File: src/rtl/store_buffer_if.sv
// store_buffer_if: core store/load port and memory drain port of the store buffer.
// master = the store buffer itself, slave = the core/memory side around it.
interface store_buffer_if #(
    parameter int AW = 32,
    parameter int DW = 32
);
    logic          st_valid;
    logic [AW-1:0] st_addr;
    logic [DW-1:0] st_data;
    logic          stall;
    logic [AW-1:0] ld_addr;
    logic          ld_hit;
    logic [DW-1:0] ld_data;
    logic          mem_valid;
    logic          mem_ready;
    logic [AW-1:0] mem_addr;
    logic [DW-1:0] mem_wdata;
    modport master (
        input  st_valid, st_addr, st_data, ld_addr, mem_ready,
        output stall, ld_hit, ld_data, mem_valid, mem_addr, mem_wdata
    );
    modport slave (
        output st_valid, st_addr, st_data, ld_addr, mem_ready,
        input  stall, ld_hit, ld_data, mem_valid, mem_addr, mem_wdata
    );
endinterface

File: src/rtl/store_buffer.sv
// store_buffer: in-order FIFO of word stores drained to memory over valid/ready.
// Define STORE_BUF_FWD_EN to forward the newest buffered store data to loads.
module store_buffer #(
    parameter int DEPTH = 4,
    parameter int AW    = 32,
    parameter int DW    = 32
) (
    input  logic                     clk,
    input  logic                     reset,
    store_buffer_if.master           bus,
    output logic                     empty,
    output logic [$clog2(DEPTH):0]   count
);
    localparam int PW = $clog2(DEPTH);
    localparam int CW = PW + 1;
    logic [AW-1:0] addr_q [DEPTH];
    logic [DW-1:0] data_q [DEPTH];
    logic [PW-1:0] wr_ptr;
    logic [PW-1:0] rd_ptr;
    logic          push;
    logic          pop;
    assign bus.stall     = count == CW'(DEPTH);
    assign bus.mem_valid = count != '0;
    assign empty         = count == '0;
    assign push          = bus.st_valid && !bus.stall;
    assign pop           = bus.mem_valid && bus.mem_ready;
    assign bus.mem_addr  = bus.mem_valid ? addr_q[rd_ptr] : '0;
    assign bus.mem_wdata = bus.mem_valid ? data_q[rd_ptr] : '0;
    always_ff @(posedge clk or negedge reset) begin
        if (!reset) begin
            wr_ptr <= '0;
            rd_ptr <= '0;
            count  <= '0;
        end else begin
            if (push) wr_ptr <= wr_ptr + 1'b1;
            if (pop) rd_ptr <= rd_ptr + 1'b1;
            count <= count + CW'(push) - CW'(pop);
        end
    end
    // Entry storage needs no reset: only occupied slots are ever observed.
    always_ff @(posedge clk) begin
        if (push) begin
            addr_q[wr_ptr] <= bus.st_addr;
            data_q[wr_ptr] <= bus.st_data;
        end
    end
`ifdef STORE_BUF_FWD_EN
    logic [PW-1:0] fwd_idx;
    // Scan oldest to newest so the last match left standing is the newest store.
    always_comb begin
        bus.ld_hit  = 1'b0;
        bus.ld_data = '0;
        fwd_idx     = rd_ptr;
        for (int i = 0; i < DEPTH; i++) begin
            fwd_idx = rd_ptr + PW'(i);
            if (CW'(i) < count && addr_q[fwd_idx][AW-1:2] == bus.ld_addr[AW-1:2]) begin
                bus.ld_hit  = 1'b1;
                bus.ld_data = data_q[fwd_idx];
            end
        end
    end
`else
    assign bus.ld_hit  = 1'b0;
    assign bus.ld_data = '0;
`endif
endmodule
File: src/flat_wrapper.sv
// flat-port wrapper written by rule: the top's interface ports become plain ports
module store_buffer_flat 
#(
    parameter int DEPTH = 4,
    parameter int AW    = 32,
    parameter int DW    = 32
)
  (clk, reset, empty, count, bus_st_valid, bus_st_addr, bus_st_data, bus_ld_addr, bus_mem_ready, bus_stall, bus_ld_hit, bus_ld_data, bus_mem_valid, bus_mem_addr, bus_mem_wdata);
  store_buffer_if #(.AW(AW), .DW(DW)) bus_i ();
  input  logic clk;
  input  logic reset;
  output logic empty;
  output logic [$clog2(DEPTH):0] count;
  input wire logic [$bits(bus_i.st_valid)-1:0] bus_st_valid;
  input wire logic [$bits(bus_i.st_addr)-1:0] bus_st_addr;
  input wire logic [$bits(bus_i.st_data)-1:0] bus_st_data;
  input wire logic [$bits(bus_i.ld_addr)-1:0] bus_ld_addr;
  input wire logic [$bits(bus_i.mem_ready)-1:0] bus_mem_ready;
  output wire logic [$bits(bus_i.stall)-1:0] bus_stall;
  output wire logic [$bits(bus_i.ld_hit)-1:0] bus_ld_hit;
  output wire logic [$bits(bus_i.ld_data)-1:0] bus_ld_data;
  output wire logic [$bits(bus_i.mem_valid)-1:0] bus_mem_valid;
  output wire logic [$bits(bus_i.mem_addr)-1:0] bus_mem_addr;
  output wire logic [$bits(bus_i.mem_wdata)-1:0] bus_mem_wdata;
  assign bus_i.st_valid = bus_st_valid;
  assign bus_i.st_addr = bus_st_addr;
  assign bus_i.st_data = bus_st_data;
  assign bus_i.ld_addr = bus_ld_addr;
  assign bus_i.mem_ready = bus_mem_ready;
  assign bus_stall = bus_i.stall;
  assign bus_ld_hit = bus_i.ld_hit;
  assign bus_ld_data = bus_i.ld_data;
  assign bus_mem_valid = bus_i.mem_valid;
  assign bus_mem_addr = bus_i.mem_addr;
  assign bus_mem_wdata = bus_i.mem_wdata;
  store_buffer #(.DEPTH(DEPTH), .AW(AW), .DW(DW)) u_core (.clk(clk), .reset(reset), .bus(bus_i), .empty(empty), .count(count));
endmodule
File: config.mk
export PLATFORM = sky130hd
export DESIGN_NAME = store_buffer_flat
export DESIGN_NICKNAME = d
export VERILOG_FILES = /design/src/rtl/store_buffer_if.sv /design/src/rtl/store_buffer.sv /design/src/flat_wrapper.sv
export SDC_FILE = /design/constraint.sdc
export NUM_CORES = 1
export LEC_CHECK = 0
export CAP_MARGIN = 10
export CORE_ASPECT_RATIO = 0.6
export CORE_MARGIN = 5
export CORE_UTILIZATION = 47
export DETAILED_ROUTE_END_ITERATION = 10
export PLACE_DENSITY_LB_ADDON = 0.12
export SLEW_MARGIN = 20
export SYNTH_ARGS = -nofsm -noshare
export SYNTH_HDL_FRONTEND = slang
export SYNTH_SLANG_ARGS = --single-unit
export TNS_END_PERCENT = 5
File: constraint.sdc
create_clock -name clk -period 2.6 [get_ports clk]
set_input_delay 0.65 -clock clk [delete_from_list [all_inputs] [get_ports clk]]
set_output_delay 0.65 -clock clk [all_outputs]
set_load 0.03 [all_outputs]
==> impl_results.md, run 1 <==
* Status: finished, violations left
* Failing checks: setup timing
* Yosys reg bits at 263
* Syn Area/Cell at 21.69 µm²
* Fin. max-slew vios at 0
* CTS tree: built
* Routed WL at 20320 µm
* Crit share post-route at 1.093
* Hold-fix buffers at CTS at 0
* Dpl cells at 900
* Flop pwr share at 0.354
* H-tree lvl count at 1
* Clock Sinks at 263
* Die H at 124.8 µm
* Final worst slack at -0.2428 ns
* VDD IR max at 0.0006124 V
* Worst Hold Class: primary input to asynchronous set/reset pin
* Clock Skews at 0.007745 ns
* Crit Path Class: flop to output port
* Cells after Synth at 476
* Max Freq at 351.8 MHz
* Combinational Power Share at 0.437
* Crit. End Element: output port
* First-pass GRT wire length at 30470 µm
* Synth warn at 0
* GRT Residual Overflow at 0
* TritonCTS Buffers at 24
* Antenna violation net count after detailed routing at 0
* Fin cells at 956
* Post-route cell area at 12930 µm²
* Row count at 42
* Register area share after synthesis at 0.7616
* Top cell type's share of synthesized area at 0.7446
* GR Util All Layers at 0.1551
* Most used DFF post-synth: edfxtp_1
* Largest net degree at the start of global routing at 44
* Mapped cell area at 10320 µm²
* Final Wtd Congestion at 0.6858
* Starting Density at 0.4734
* DP Area at 12170 µm²
* Vias at 4908
* Share of cells above drive strength 1 at 0.3219
* Hold Fails Final Rpt at 0
* Int Pwr at 0.01068 W
* Critical path arrival at 2.19 ns
* Max-cap viol count at 0
* Max FO, Critical Path at 5
* Final hold slack at 0.4397 ns
* Required @ worst endpoint at 1.95 ns
* Later-pin clock latency in the skew report at 0.51 ns
* EDFF count, synth at 256
* Most common cell in the synthesized netlist: edfxtp_1
* Total die area at 25130 µm²
* Port Buf Inserts at 137
* CTS Buffer Depth at 3
* Clock network power share at 0.209
* RSZ-0062 raised after global routing: yes
* Die Width at 201.3 µm
* Initial DRC Count at 241
* Post-synth top area cell: edfxtp_1
* Power per Cell Area at 1270 nW/µm²
* Root buffer cell: clkbuf_16
* Netlist cell types at 19
* Top cells by count, synth: edfxtp_1 (256), and2_1 (69), mux4_2 (64)
* Via/cell ratio at 5.134
* NetSw at 0.005731 W
* 1st-pass router iterations at 4
* Synth top area cells: edfxtp_1 (74%), mux4_2 (14%), and2_1 (4.2%), buf_4 (2.5%), dfrtp_1 (1.7%)
* Initial antenna violation count at 1
* Core ar. at 21810 µm²
* Area Overhead vs Synth at 25.22%
* Critical path startpoint category: flop
* Crit path time final at 2.843 ns
* Final setup viols at 64
* HPWL after detailed placement at 12120 µm
* Sw frac at 0.3492
* WL per Instance at 21.25 µm
* Lkg Pwr at 4.469 nW
* Clock Pin Slew Worst Setup and Hold Paths at 0.07 ns
* Ys async rst share at 0.02662
* Nets at 757
* Io pins at 203
* DR DRC count at 0
* Vias in the first global route at 5235
-- placed cells by master, fill, tap and decap left out, drive strengths merged, types with 2 or more instances in the layout --
master         instances
and2                  69
buf                   91
bufinv                 2
clkbuf                34
clkdlybuf4s15          4
clkdlybuf4s50         70
clkinv                10
clkinvlp               3
conb                  33
dfrtp                  7
diode                  2
edfxtp               256
ha                     6
inv                    7
mux4                  64
xnor2                  4
-- sequential cells by signal, summed over array words and instances, names as in the netlist --
name,cells
u_core.count,3
u_core.addr_q,128
u_core.wr_ptr,2
u_core.data_q,128
u_core.rd_ptr,2
-- worst paths after layout --
check,from,end,slack [ns],cells after the start
worst max-delay path,u_core.rd_ptr[0],bus_mem_addr[4],-0.24,5
worst min-delay path,reset,u_core.rd_ptr[0],0.44,1
worst max register to register,u_core.count[2],u_core.count[2],0.24,9
worst min register to register,u_core.count[2],u_core.count[2],0.58,2
max in group asynchronous,reset,u_core.rd_ptr[1],1.83,1
min in group clk,u_core.count[2],u_core.count[2],0.58,2
-- power groups by stage --
stage	registers (W)	logic, W	clock network (W)
after global routing	0.00588	0.00764	0.00370
after floorplan	0.00589	0.00450	0
after global placement	0.00586	0.00739	0
after CTS	0.00583	0.00733	0.00352
after detailed placement	0.00592	0.00742	0
final	0.00581	0.00717	0.00343
-- critical path, cell delays in order (launching register included) --
cell and delay (ns):
dfrtp_4 0.52, buf_12 0.15, buf_12 0.14, mux4_2 0.43, and2_1 0.17, clkdlybuf4s15_2 0.27
-- cell families after synthesis --
| logic type | Yosys count | synth area share |
|---|---|---|
| XOR/XNOR | 5 | 0.004242 |
| adder cells (fa/ha/maj) | 7 | 0.009211 |
| buffers and inverters | 62 | 0.03963 |
| flip-flops | 263 | 0.7616 |
| multiplexers | 65 | 0.1407 |
| other | 1 | 0.0003632 |
| AND/OR/NAND/NOR | 73 | 0.04424 |
-- metrics by stage --
stage          power [W]  TNS (ns)    util  setup slack (ns)
2_1_floorplan    0.01039         0       -            0.1526
3_3_place_gp     0.01325    -1.381  0.5582          -0.08367
3_5_place_dp     0.01334    -1.499  0.5582          -0.09260
4_1_cts          0.01668    -17.51  0.5979           -0.3573
5_1_grt          0.01722    -15.48  0.5925           -0.3045
6_report         0.01641    -10.71  0.5928           -0.2428
-- timing repair --
action	in CTS	in global routing
endpoints found under the setup margin	67	64
buffers inserted	1	5
resized for setup	171	127
pin swaps	4	3
gates cloned	0	4
-- final cells by class --
| class | instances | area (µm²) |
|---|---|---|
| antenna | 2 | 5.005 |
| clock inverter | 15 | 126.4 |
| clock buffer | 29 | 640.6 |
| inverter | 7 | 26.28 |
| timing repair buffer | 171 | 1692 |
| fill | 1616 | 8881 |
| tap | 286 | 357.8 |
| multi-input combinational | 183 | 2210 |
| sequential | 263 | 7870 |
-- metal layers --
layer | share of wire | track usage | up-vias
met5 | 0.00054 | 0 | -
met2 | 0.48 | 0.2473 | 132
li1 | - | - | 2171
met3 | 0.057 | 0.04189 | 23
met4 | 0.012 | 0.02530 | 2
met1 | 0.45 | 0.2217 | 2580
No activity file was read; power rests on OpenSTA's default activity.
==> run 2, diff against run 1 <==
Settings changed: CORE_UTILIZATION 47 to 56.
Clock period 2.6 ns to 3.65 ns, I/O delays scaled along.
==> impl_results.md, run 2 (same netlist as run 1, synthesis figures left out) <==
* Worst slew pin tran at 0.6794 ns
* Later-pin clock latency in the skew report at 0.50 ns (about the same)
* Top Registers: u_core.addr_q x128, u_core.data_q x128, u_core.count x3
* Fin. max-slew vios at 0 (unchanged)
* Setup TNS at 0 ns (+10.71 ns)
* Final setup viols at 0 (-100%)
* Clock Skews at 0.01282 ns (+0.005079 ns)
* Crit. End Element: output port
* Die H at 115.2 µm (-7.7%)
* Port Buf Inserts at 137 (unchanged)
* Slew margin rel. at 0.5461
* Met2 usage at 0.2779 (+0.03062)
* Starting Density at 0.5714 (+0.09802)
* 1st-pass router iterations at 4 (unchanged)
* GR Util All Layers at 0.1791 (+0.02403)
* ANT cells at 0 (-2)
* Vias in the first global route at 5140 (-1.8%)
* TritonCTS Buffers at 23 (-4.2%)
* H-tree lvl count at 1 (unchanged)
* Crit share post-route at 0.9591
* Critical path startpoint category: flop
* Status: completed
* Required @ worst endpoint at 2.74 ns (+0.79 ns)
* Lkg Pwr at 4.244 nW (-5.0%)
* CTS tree: built
* Io pins at 203 (unchanged)
* DR DRC count at 0 (unchanged)
* Area Overhead vs Synth at 23.39%
* Nets at 743 (-1.8%)
* Place WS at 0.5166 ns (+0.6092 ns)
* Row count at 38 (-9.5%)
* Largest net degree at the start of global routing at 58 (+32%)
* Commonest cells after routing, fill and taps aside: edfxtp_1 (256), clkdlybuf4s50_1 (137), and2_1 (65), mux4_2 (64), conb_1 (33)
* Busiest grt layer: met2
* Vias at 4822 (-1.8%)
* Power per Cell Area at 902.5 nW/µm² (-29%)
* Worst Hold Class: flop to flop
* Share of cells above drive strength 1 at 0.1895 (-0.1323)
* Critical path arrival at 2.59 ns (+0.40 ns)
* HPWL after detailed placement at 11670 µm (-3.7%)
* WL per Instance at 21.24 µm (about the same)
* Antenna violation net count after detailed routing at 0 (unchanged)
* Max FO, Critical Path at 16 (+11)
* VDD IR max at 0.0006783 V (+11%)
* Met1 GRT Util at 0.2611 (+0.03933)
* Root buffer cell: clkbuf_16
* Crit path time final at 3.501 ns
* Final worst slack at 0.1493 ns (+0.3921 ns)
* Max Freq at 285.7 MHz
* Routed WL at 18880 µm (-7.1%)
* GRT Residual Overflow at 0 (unchanged)
* Initial DRC Count at 319 (+32%)
* R2R setup slack at 0.83 ns (+0.59 ns)
* Final Wtd Congestion at 0.7137 (+4.1%)
* Core ar. at 18070 µm² (-17%)
* Crit Path Class: flop to output port
* Grt met3 use at 0.05185 (+0.009955)
* Fillcell total at 1125 (-30%)
* First-pass GRT wire length at 29050 µm (-4.7%)
* Hold Fails Final Rpt at 0 (unchanged)
* Total die area at 21340 µm² (-15%)
* Via/cell ratio at 5.424 (+5.7%)
* Clock Pin Slew Worst Setup and Hold Paths at 0.06 ns (about the same)
* Die Width at 185.3 µm (-8.0%)
* Clock Sinks at 263 (unchanged)
* CTS Buffer Depth at 3 (unchanged)
* Initial antenna violation count at 0 (-1)
* Max-cap viol count at 0 (unchanged)
* RSZ-0062 raised after global routing: no
* Most common cell after layout, fill and taps aside: edfxtp_1
-- run 2: cell count changes in the layout (fill, tap and decap cells not counted), moves of 6 or more --
cell	before	now
buf_2	53	0
and2_1	58	65
buf_6	7	0
clkbuf_16	29	23
clkdlybuf4s50_1	70	137
and2_4	11	4
buf_12	19	11
-- run 2: path summary, 6_finish.rpt --
kind,end,cells past startpoint,startpoint
max in group asynchronous,u_core.rd_ptr[0],1,reset
min,u_core.count[2],1,u_core.count[2]
min reg2reg,u_core.count[2],1,u_core.count[2]
min in group asynchronous,u_core.count[0],1,reset
max,bus_mem_wdata[1],4,u_core.rd_ptr[0]
max reg2reg,u_core.count[2],10,u_core.count[1]
-- run 2: worst max-delay path, cell delays in order (launching register included) --
cell and delay (ns):
dfrtp_4 0.55, buf_12 0.22, mux4_2 0.50, and2_1 0.20
clkdlybuf4s50_1 0.60
-- run 2: power breakdown --
group	switching (W)	internal, W
registers	0.000197	0.00400
logic	0.00271	0.00233
clock network	0.000976	0.00128
-- run 2: routing by layer --
metal | part of all wire | up-vias
met1 | 0.43 | 2482
li1 | - | 2139
met2 | 0.46 | 178
met4 | 0.015 | 0
met3 | 0.087 | 23
met5 | 0 | -
-- run 2: final cells by class --
cell class / count / area, µm² / area share
flip-flops and latches: 263 / 7870 / 0.6178
multi-input cells: 183 / 2183 / 0.1714
repair buffers: 158 / 1667 / 0.1308
clock buffers: 32 / 639.4 / 0.05019
well taps: 240 / 300.3 / 0.02357
clock inverters: 6 / 52.55 / 0.004125
inverters: 7 / 26.28 / 0.002063
-- run 2: metrics by stage --
stage	hold slack [ns]	std cells	util	instance area [µm²]	total power (W)
floorplan	0.5340	508	-	10440	0.007418
global placement	0.4941	848	0.6655	12020	0.009278
detailed placement	0.5012	848	0.6655	12020	0.009350
CTS	0.5190	889	0.7051	12740	0.01166
global route	0.5429	889	0.7051	12740	0.01205
finish	0.5226	889	0.7051	12740	0.01150
-- run 2: repair_timing --
item	4_1_cts	5_1_grt
endpoints found under the hold margin	0	0
endpoints found under the setup margin	17	0
resized for setup	0	0
setup buffers	3	0
hold buffers	0	0
